<file path="config.mk">
export PLATFORM = sky130hd
export DESIGN_NAME = clk_div_prog
export DESIGN_NICKNAME = d
export VERILOG_FILES = /design/src/rtl/clk_div_prog.sv
export SDC_FILE = /design/constraint.sdc
export NUM_CORES = 1
export LEC_CHECK = 0
export BUFFER_PORTS_ARGS = -buffer_cell sky130_fd_sc_hd__buf_2
export CAP_MARGIN = 20
export CORE_ASPECT_RATIO = 0.7
export CORE_UTILIZATION = 60
export DETAILED_ROUTE_END_ITERATION = 6
export PLACE_DENSITY = 0.76
export SLEW_MARGIN = 20
export SYNTH_ARGS = -nofsm -noshare
export SYNTH_HDL_FRONTEND = slang
export SYNTH_SLANG_ARGS = --single-unit
</file>
<file path="constraint.sdc">
create_clock -name clk -period 9.85 [get_ports clk]
set_clock_uncertainty 0.15 [all_clocks]
set_input_delay 0.4925 -clock clk [delete_from_list [all_inputs] [get_ports clk]]
set_output_delay 0.4925 -clock clk [all_outputs]
set_load 0.05 [all_outputs]
</file>
<file path="src/rtl/clk_div_prog.sv">
// Programmable integer clock divider: registered clk_out level and a tick at each period start.
// Outputs track the counter with no extra latency; ratio changes only apply at a period boundary or while parked.
module clk_div_prog #(
    parameter int DIV_W       = 8,
    parameter int DEFAULT_DIV = 8
) (
    input  logic             clk,
    input  logic             rst,
    input  logic             en,
    input  logic             sync_clr,
    input  logic [DIV_W-1:0] div_val,
    input  logic             load,
    output logic             clk_out,
    output logic             tick,
    output logic             pend,
    output logic             cfg_err
);

    localparam logic [DIV_W-1:0] DEF_N = DIV_W'(DEFAULT_DIV);
    localparam logic [DIV_W-1:0] ONE   = DIV_W'(1);
    localparam logic [DIV_W-1:0] TWO   = DIV_W'(2);

    logic [DIV_W-1:0] cnt;
    logic [DIV_W-1:0] n_act;
    logic [DIV_W-1:0] n_pend;

    logic [DIV_W-1:0] n_sel;
    logic [DIV_W-1:0] cnt_nxt;
    logic [DIV_W-1:0] n_act_nxt;
    logic [DIV_W-1:0] h_nxt;
    logic             wrap;
    logic             consume;

    always_comb begin
        n_sel     = pend ? n_pend : n_act;
        wrap      = (cnt == n_act - ONE) | sync_clr;
        cnt_nxt   = cnt + ONE;
        n_act_nxt = n_act;
        consume   = 1'b0;
        if (!en) begin
            // Parking lands on the last count so the first enabled edge is a wrap.
            n_act_nxt = n_sel;
            cnt_nxt   = n_sel - ONE;
            consume   = pend;
        end else if (wrap) begin
            n_act_nxt = n_sel;
            cnt_nxt   = '0;
            consume   = pend;
        end
        h_nxt = n_act_nxt - (n_act_nxt >> 1);
    end

    always_ff @(posedge clk or posedge rst) begin
        if (rst) begin
            cnt     <= DEF_N - ONE;
            n_act   <= DEF_N;
            n_pend  <= DEF_N;
            pend    <= 1'b0;
            cfg_err <= 1'b0;
            clk_out <= 1'b0;
            tick    <= 1'b0;
        end else begin
            cnt     <= cnt_nxt;
            n_act   <= n_act_nxt;
            clk_out <= en & (cnt_nxt < h_nxt);
            tick    <= en & (cnt_nxt == '0);
            // A load coinciding with a boundary is held for the following one.
            if (load) begin
                n_pend <= (div_val < TWO) ? TWO : div_val;
                pend   <= 1'b1;
                if (div_val < TWO)
                    cfg_err <= 1'b1;
            end else if (consume) begin
                pend <= 1'b0;
            end
        end
    end

endmodule

</file>
# Word level (Yosys, flattened, before mapping)
# Index checks and enable logic that the tools add are counted.
# Widths: inputs -> output; s select.
[word_totals]
ff_bits = 28
elab_cells = 30
[op_classes]
n_mux = 10
bitwise_logic = 3
add_sub_neg = 4
reduce_logical = 3
n_eq_ne = 1
magnitude_cmp = 2
[ops]
columns = ["operator", "count"]
rows = [
  ["$mux 8", 6],
  ["$sub 8x1->8 const B", 2],
  ["$add 8x1->8 const B", 1],
  ["$eq 8x8->1", 1],
  ["$logic_not 8->1", 1],
  ["$lt 8x2->1 const B", 1],
  ["$lt 8x8->1", 1],
  ["$sub 8x7->8", 1],
  ["$mux 1", 4],
  ["$and 1x1->1", 2],
  ["$reduce_and 2->1", 1],
  ["$reduce_bool 2->1", 1],
  ["$or 1x1->1", 1],
]

# Depth between registers and ports, before layout
# Gate-level depths: netlist (run 1).
[logic_depth]
word_depth = 8
ltp_mapped = 26

# Worst setup path after synthesis (run 1)
# No wires, ideal clock.
[synth_path]
path_kind = "reg2reg"
from = "register n_act[0]"
to = "register clk_out"
t_arrival_ns = 5.015
setup_time_ns = 0.088
path_buffers = 2
path_slack_ns = 4.597
stages_incl_launch_ff = 26
period_less_slack_ns = 5.253
path_cell_list = "dfrtp_1 -> inv_1 -> ha_1 -> clkbuf_1 -> o21ba_2 -> a221oi_1 -> a41oi_1 -> a211oi_2 -> nor2_1 -> nand2_1 -> clkbuf_1 -> nor2_1 -> a21oi_1 -> ha_1 -> a21o_1 -> a21oi_1 -> maj3_1 -> a311oi_1 -> or3_1 -> o31a_1 -> xnor2_1 -> ha_1 -> and4_1 -> nand2_1 -> nand4b_1 -> a41oi_1"
[synth_between]
elab_chain_cells = 8
[synth_rtl]
columns = ["element", "line_no", "source"]
rows = [
  ["start: declaration", "24", "logic [DIV_W-1:0] n_act;"],
  ["start signal: assignment", "64", "n_act <= n_act_nxt;"],
  ["$sub 8x1->8", "36", "wrap = (cnt == n_act - ONE) | sync_clr;"],
  ["$eq 8x8->1", "36", ""],
  ["$or 1x1->1", "36", ""],
  ["$mux 8", "45", "end else if (wrap) begin"],
  ["$mux 8", "40", "if (!en) begin"],
  ["via n_act_nxt[1]", "29", "logic [DIV_W-1:0] n_act_nxt;"],
  ["$sub 8x7->8", "50", "h_nxt = n_act_nxt - (n_act_nxt >> 1);"],
  ["$lt 8x8->1", "65", "clk_out <= en & (cnt_nxt < h_nxt);"],
  ["$and 1x1->1", "65", ""],
  ["end signal: assignment", "65", ""],
  ["end: declaration", "13", "output logic clk_out,"],
]
# The timed path passes the listed nets, and every way through them passes these cells.
# A chain may end at the register's enable or synchronous reset.

# Worst setup path in the final report (run 1)
# Same ends and word-level chain as after synthesis.

==> out/metrics.csv, run 1 <==
metric,value,unit
hpwl dp,3950,um
max_cap viols,0,
drt first pass iters,4,
"most common cell after layout, fill and taps aside",dfrtp_1,
FF-to-FF setup slack,4.14,ns
Hold Fails Final Rpt,0,
Die H,52.9,um
"Reg clk slew, reported paths",0.10,ns
vias in the first global route,1688,
Worst-Skew Late Latency,0.28,ns
Placement Setup Slack,4.18,ns
sequential cell area,707,um^2
final-stage net count,278,
setup repair bufs after CTS,0,
Post-synth EDFFs,0,
Clock Path Buffers,2,
Syn Inst Count,238,
CP arrival,5.74,ns
Syn Area/Cell,9.34,um^2
post-synthesis cell area,2220,um^2
Die Footprint,3960,um^2
Pwr per Cell Area,199,nW/um^2
CTS tree,built,
Vias,1775,
Initial Util,62.9,%
final setup fails,0,
Psw,0.000197,W
Max Slew Vio Count,0,
Unique masters post-synth,48,
synthesized netlist net count,268,
Overall Global Routing Usage,28.6,%
P_int,0.000277,W
CP max stage delay,0.51,ns
Layout area overhead,6.81,%
# placed instances,293,
# fillers,305,
WS Path Type,reg2reg,
Vias/cell,5.98,
"commonest non-fill, non-tap cells in the layout","23 x dfrtp_1, 20 x xnor2_1, 16 x ha_1, 16 x buf_2, 15 x inv_1",
crit path launch type,register,
I/O pin cnt,17,
# rows,18,
Peak VDD IR,0.132,mV
final setup TNS,0,ns
Post-Layout Cell Count,297,
logic gate share of total power,49.0,%
main flop type after synthesis,dfrtp_1,
clock network power share,15.3,%
CTS Buf Count,3,
critical path's slowest cell,a2111oi_0,
initial antenna violation count,0,
sequential power share,35.7,%
Worst-Margin Slew,0.635,ns
1st-iter DRT viols,150,
routed wire length,4910,um
Reg2Reg Capture Point,clk_out,
Max Fclk,175,MHz
root buf cell,clkbuf_8,
RSZ-0062 raised after global routing,false,
H-tree levels,1,
leakage,1.04,nW
sequential fraction of the synthesis area,31.8,%
layout cells sized above 1,17.8,%
Rel. slew slack,57.6,%
Remaining DRCs,0,
Reg2Reg Depth,23,
Antenna Nets Post-Route,0,
first-pass GRT wire length,8120,um
status,"finished, final reports clean",
largest net degree at the start of global routing,29,
Post-CTS Resized,0,
GP Congestion,0.889,
CP cell instances,inv_1 -> ha_1 -> o21ba_2 -> a221oi_1 -> a41oi_1 -> a211oi_2 -> nor2_1 -> nand2_1 -> nor2_1 -> a21oi_1 -> ha_1 -> inv_1 -> fa_1 -> a21oi_1 -> maj3_1 -> mux2i_1 -> a2111oi_0 -> nor3_1 -> ha_1 -> nor2b_1 -> o21ai_0 -> nand4b_1 -> a41oi_1,
worst min path class,in2async,
CTS Hold Bufs,0,
Worst Setup SP,n_act[0],
Die X,74.8,um
multi-input logic area,1410,um^2
Yosys Warn Count,0,
Congestion Overflow GR,0,
period utilisation layout,57.9,%
CP Capture Type,register,
worst r2r src,n_act[0],
# diodes,0,
post-route minimum period,5.71,ns
Critical Path Fanout Max,12,
drt wl/cell,16.5,um
setup ws final,4.14,ns
"most used cell, CP",ha_1,
CP required,9.89,ns
ys async rst share,100,%
clk sinks,28,
core area,3540,um^2
Sw Share,41.5,%
IO Port Bufs,16,
Yosys reg bits,28,
[cell families after synthesis]
family / count (synthesis) / synth area share (%)
mux: 20 / 9.62
simple gates: 66 / 16.7
compound gates: 48 / 14.4
flops: 28 / 31.8
xor+xnor: 28 / 11.0
buf+inv: 27 / 4.78
fa+ha+maj: 21 / 11.7
[synthesized netlist by cell type (3+ instances only)]
master / number / share of area [%]
inv_1: 16 / 2.7
maj3_1: 4 / 1.8
nand2b_1: 6 / 1.7
dfstp_2: 5 / 5.9
mux2i_1: 9 / 4.1
clkbuf_1: 9 / 1.5
ha_1: 16 / 9.0
o21ai_0: 11 / 2.5
nand2_1: 14 / 2.4
dfrtp_1: 23 / 26
a41oi_1: 3 / 1.2
nor2_1: 10 / 1.7
mux2_2: 11 / 5.6
nor4_1: 3 / 0.84
nor3_1: 6 / 1.4
a21oi_1: 10 / 2.3
nand3_1: 10 / 2.3
xor2_1: 8 / 3.2
xnor2_1: 20 / 7.9
a21o_1: 4 / 1.4
o22ai_1: 6 / 1.7
[sequential cells by signal, summed over array words and instances, names as in the netlist]
signal   count
tick         1
cfg_err      1
cnt          8
pend         1
n_act        8
clk_out      1
n_pend       8
[how the worst max path moves through the flow]
stage                     slack [ns]  depth (start not counted)  endpoint
after CTS                       4.15                         23   clk_out
after floorplan                 4.60                         25   clk_out
after global placement          4.48                         23   clk_out
after detailed placement        4.18                         23   clk_out
after global routing            3.65                         23   clk_out
final                           4.14                         23   clk_out
[power groups by stage]
| stage | sequential (W) | clock, W | combinational, W |
|---|---|---|---|
| 2_1_floorplan | 0.000165 | 0 | 0.000184 |
| 3_3_place_gp | 0.000170 | 0 | 0.000227 |
| 3_5_place_dp | 0.000171 | 0 | 0.000230 |
| 4_1_cts | 0.000168 | 0.0000731 | 0.000231 |
| 5_1_grt | 0.000173 | 0.0000768 | 0.000259 |
| 6_report | 0.000169 | 0.0000723 | 0.000232 |
[layout make-up]
class                           count  share of cell area (%)
Clock buffer                        4                    2.32
Inverter                           16                    2.53
Multi-Input combinational cell    183                    59.4
Sequential cell                    28                    29.8
Tap cell                           50                    2.63
Timing Repair Buffer               16                    3.37
[worst max-delay path: cells and delay by family (launching register included)]
kind	cells	cell delay (ns)
mux	1	0.14
compound gates	9	2.39
fa+ha+maj	5	1.44
simple gates	6	0.90
flops	1	0.47
buf+inv	2	0.14
[layer usage]
layer  share of wire [%]  vias to the layer above  GRT usage [%]
met1                  50                      844           42.0
met2                  43                       50           45.9
li1                    -                      879              -
met4                0.35                        0           2.20
met5                   0                        -              0
met3                 6.8                        2           4.95
[metrics by stage]
stage	total power [W]	instance area [um^2]	util [%]	hold slack [ns]
final	0.000473	2370	67.2	0.113
after global routing	0.000509	2370	67.2	0.177
after CTS	0.000473	2370	67.2	0.310
after detailed placement	0.000401	2320	65.6	0.311
after global placement	0.000397	2320	65.6	0.299
after floorplan	0.000349	2220	-	0.315
Power figures use the tool's default switching activity.
==> inputs of run 2 (changes only) <==
--- a/config.mk
+++ b/config.mk
@@ -5,6 +5,7 @@
 export SDC_FILE = /design/constraint.sdc
 export NUM_CORES = 1
 export LEC_CHECK = 0
+export ABC_AREA = 1
 export BUFFER_PORTS_ARGS = -buffer_cell sky130_fd_sc_hd__buf_2
 export CAP_MARGIN = 20
 export CORE_ASPECT_RATIO = 0.7
==> constraint.sdc (replaced) <==
create_clock -name clk -period 5.6 [get_ports clk]
set_clock_uncertainty 0.15 [all_clocks]
set_input_delay 0.28 -clock clk [delete_from_list [all_inputs] [get_ports clk]]
set_output_delay 0.28 -clock clk [all_outputs]
set_load 0.05 [all_outputs]
==> run 2 against run 1 <==
- setup slack got worse by 2.7 ns
- maximum frequency increased by 36%
- synthesized area unchanged
- non-clock buffer count increased by 1
- wire length increased by 8.7%
- combinational power increased by 62%
- register-to-register slack got worse by 2.7 ns
- critical path depth increased by 3
- cell count increased by 29%
- highest routed layer unchanged
==> out/metrics.csv, run 2 <==
metric,value,unit,change
synthesized netlist net count,346,,+29%
"commonest non-fill, non-tap cells in the layout","81 x nand2_1, 42 x inv_1, 30 x nand3_1, 23 x o21ai_0, 23 x dfrtp_1",,
Max Fclk,238,MHz,+36%
Die X,74.8,um,unchanged
period utilisation layout,75.0,%,+17 points
core area,3540,um^2,unchanged
Congestion Overflow GR,0,,unchanged
CP arrival,4.25,ns,-1.49 ns
Vias/cell,5.45,,-8.9%
initial antenna violation count,0,,unchanged
Antenna Nets Post-Route,0,,unchanged
Max Slew Vio Count,0,,unchanged
largest net degree at the start of global routing,29,,unchanged
final setup fails,0,,unchanged
crit path launch type,register,,
Worst-Margin Slew,0.766,ns,+0.130 ns
WS Path Type,reg2reg,,
Rel. slew slack,48.8,%,-8.8 points
first-pass GRT wire length,8710,um,+7.2%
Post-synth EDFFs,0,,unchanged
Remaining DRCs,0,,unchanged
post-synthesis cell area,2220,um^2,unchanged
Placement Setup Slack,1.48,ns,-2.71 ns
final-stage net count,363,,+31%
Yosys reg bits,28,,unchanged
1st-iter DRT viols,195,,+30%
status,"finished, final reports clean",,
Layout Utilization,67.7,%,+0.50 points
Initial Util,62.9,%,unchanged
vias in the first global route,1753,,+3.9%
Yosys Warn Count,0,,unchanged
setup ws final,1.40,ns,-2.74 ns
final setup TNS,0,ns,unchanged
Worst-Skew Late Latency,0.27,ns,about the same
I/O pin cnt,17,,unchanged
Layout area overhead,7.60,%,
"Reg clk slew, reported paths",0.10,ns,about the same
Clock Path Buffers,2,,unchanged
root buf cell,clkbuf_8,,
hpwl dp,4300,um,+8.9%
# diodes,0,,unchanged
Vias,2080,,+17%
Unique masters post-synth,35,,-27%
# rows,18,,unchanged
biggest registers after layout,"cnt (8), n_act (8), n_pend (8)",,
CTS Buf Count,3,,unchanged
CP Capture Type,register,,
ys async rst share,100,%,unchanged
area fraction of the dominant cell type after synthesis,25.9,%,unchanged
clk sinks,28,,unchanged
Die Footprint,3960,um^2,unchanged
leading post-synthesis cells by cell area,"dfrtp_1 26%, nand2_1 14%, ha_1 9.0%",,
setup repair bufs after CTS,0,,unchanged
worst min path class,in2reg,,
Critical Path Fanout Max,21,,+9
drt wl/cell,14.0,um,-15%
Syn Inst Count,316,,+33%
routed wire length,5340,um,+8.7%
Overall Global Routing Usage,30.0,%,+1.4 points
Hold Fails Final Rpt,0,,unchanged
drt first pass iters,5,,+1
Syn Area/Cell,7.04,um^2,-25%
CP required,5.65,ns,-4.24 ns
Die H,52.9,um,unchanged
leakage,1.27,nW,+22%
CTS tree,built,,
Post-CTS Resized,0,,unchanged
Peak VDD IR,0.193,mV,+46%
GP Congestion,0.897,,+0.94%
RSZ-0062 raised after global routing,false,,
top cell type by total area after synthesis,dfrtp_1,,
main flop type after synthesis,dfrtp_1,,
most frequent cell after synthesis,nand2_1,,
post-route minimum period,4.20,ns,-1.51 ns
sequential fraction of the synthesis area,31.8,%,unchanged
Post-synth top cells,"81 x nand2_1, 43 x inv_1, 30 x nand3_1",,
IO Port Bufs,16,,unchanged
layout cells sized above 1,13.3,%,-4.6 points
H-tree levels,1,,unchanged
"most common cell after layout, fill and taps aside",nand2_1,,
max_cap viols,0,,unchanged
Pwr per Cell Area,317,nW/um^2,+59%
[run 2: logic make-up after synthesis]
kind of cell               after synthesis  synth area share, %
and+or+nand+nor                        159                 32.1
adders and majority gates               17                 9.90
xor gates and xnor gates                14                 5.52
buffers and inverters                   52                 9.23
DFF                                     28                 31.8
AOI/OAI and AO/OA                       46                 11.4
[run 2: what timing repair did]
item | in CTS | in global routing
setup endpoints to repair | 0 | 0
hold buffers | 0 | 1
hold endpoints to repair | 0 | 23
[run 2: where the power goes]
group	internal (W)	leakage (nW)	total [W]	switching, W
Combinational	0.000135	0.908	0.000375	0.000240
Clock	0.0000511	0.0228	0.000115	0.0000636
Sequential	0.000236	0.335	0.000268	0.0000319
[run 2: per-layer routing]
| metal | GRT usage [%] | part of all wire (%) | wire [um] | vias to the layer above |
|---|---|---|---|---|
| met4 | 1.89 | 0.24 | 13 | 0 |
| met2 | 41.7 | 41 | 2170 | 85 |
| met5 | 0 | 0 | 0 | - |
| met3 | 4.38 | 8.0 | 426 | 2 |
| li1 | - | - | - | 1060 |
| met1 | 49.6 | 51 | 2720 | 933 |
[run 2: cell type report]
| type | instances | area [um^2] |
|---|---|---|
| multi-input combinational | 236 | 1310 |
| fill | 329 | 1140 |
| sequential | 28 | 707 |
| inverter | 47 | 176 |
| timing repair buffer | 17 | 90.1 |
| tap | 50 | 62.6 |
| clock buffer | 4 | 45.0 |
[run 2: final timing paths]
check                            from   endpoint  slack (ns)  depth (start not counted)
setup reg to reg             n_act[0]    clk_out        1.40                         26
min in group asynchronous         rst       pend        0.45                          3
hold / removal             div_val[4]  n_pend[4]        0.07                          3
max in group asynchronous         rst    cfg_err        4.46                          3
setup / recovery             n_act[0]    clk_out        1.40                         26
hold reg to reg               cfg_err    cfg_err        0.33                          1
[run 2: per-stage QoR]
stage	instance area [um^2]	hold slack (ns)	power, W	instances
after floorplan	2220	0.192	0.000551	316
after global placement	2340	0.301	0.000628	377
after detailed placement	2340	0.309	0.000638	377
after CTS	2380	0.0734	0.000752	381
after global routing	2390	0.0841	0.000823	382
final	2390	0.0717	0.000758	382
[run 2: critical path: stages, from the launching register on]
cell and delay [ns]:
dfrtp_1 0.41, inv_1 0.15, ha_1 0.27, nand2_1 0.07
nand2_1 0.05, nor2_1 0.12, nand2_1 0.06, nor2_1 0.11
nand2_1 0.10, nor2_4 0.11, nand2_4 0.09, nand2_4 0.21
nor2_1 0.06, a21oi_1 0.32, ha_1 0.21, inv_1 0.06
fa_1 0.40, a21oi_1 0.17, nand2_1 0.09, nand3_1 0.07
nand2_1 0.07, nand3_1 0.07, nand2_1 0.06, ha_1 0.17
a211oi_1 0.20, o21ai_0 0.12, a21oi_1 0.14
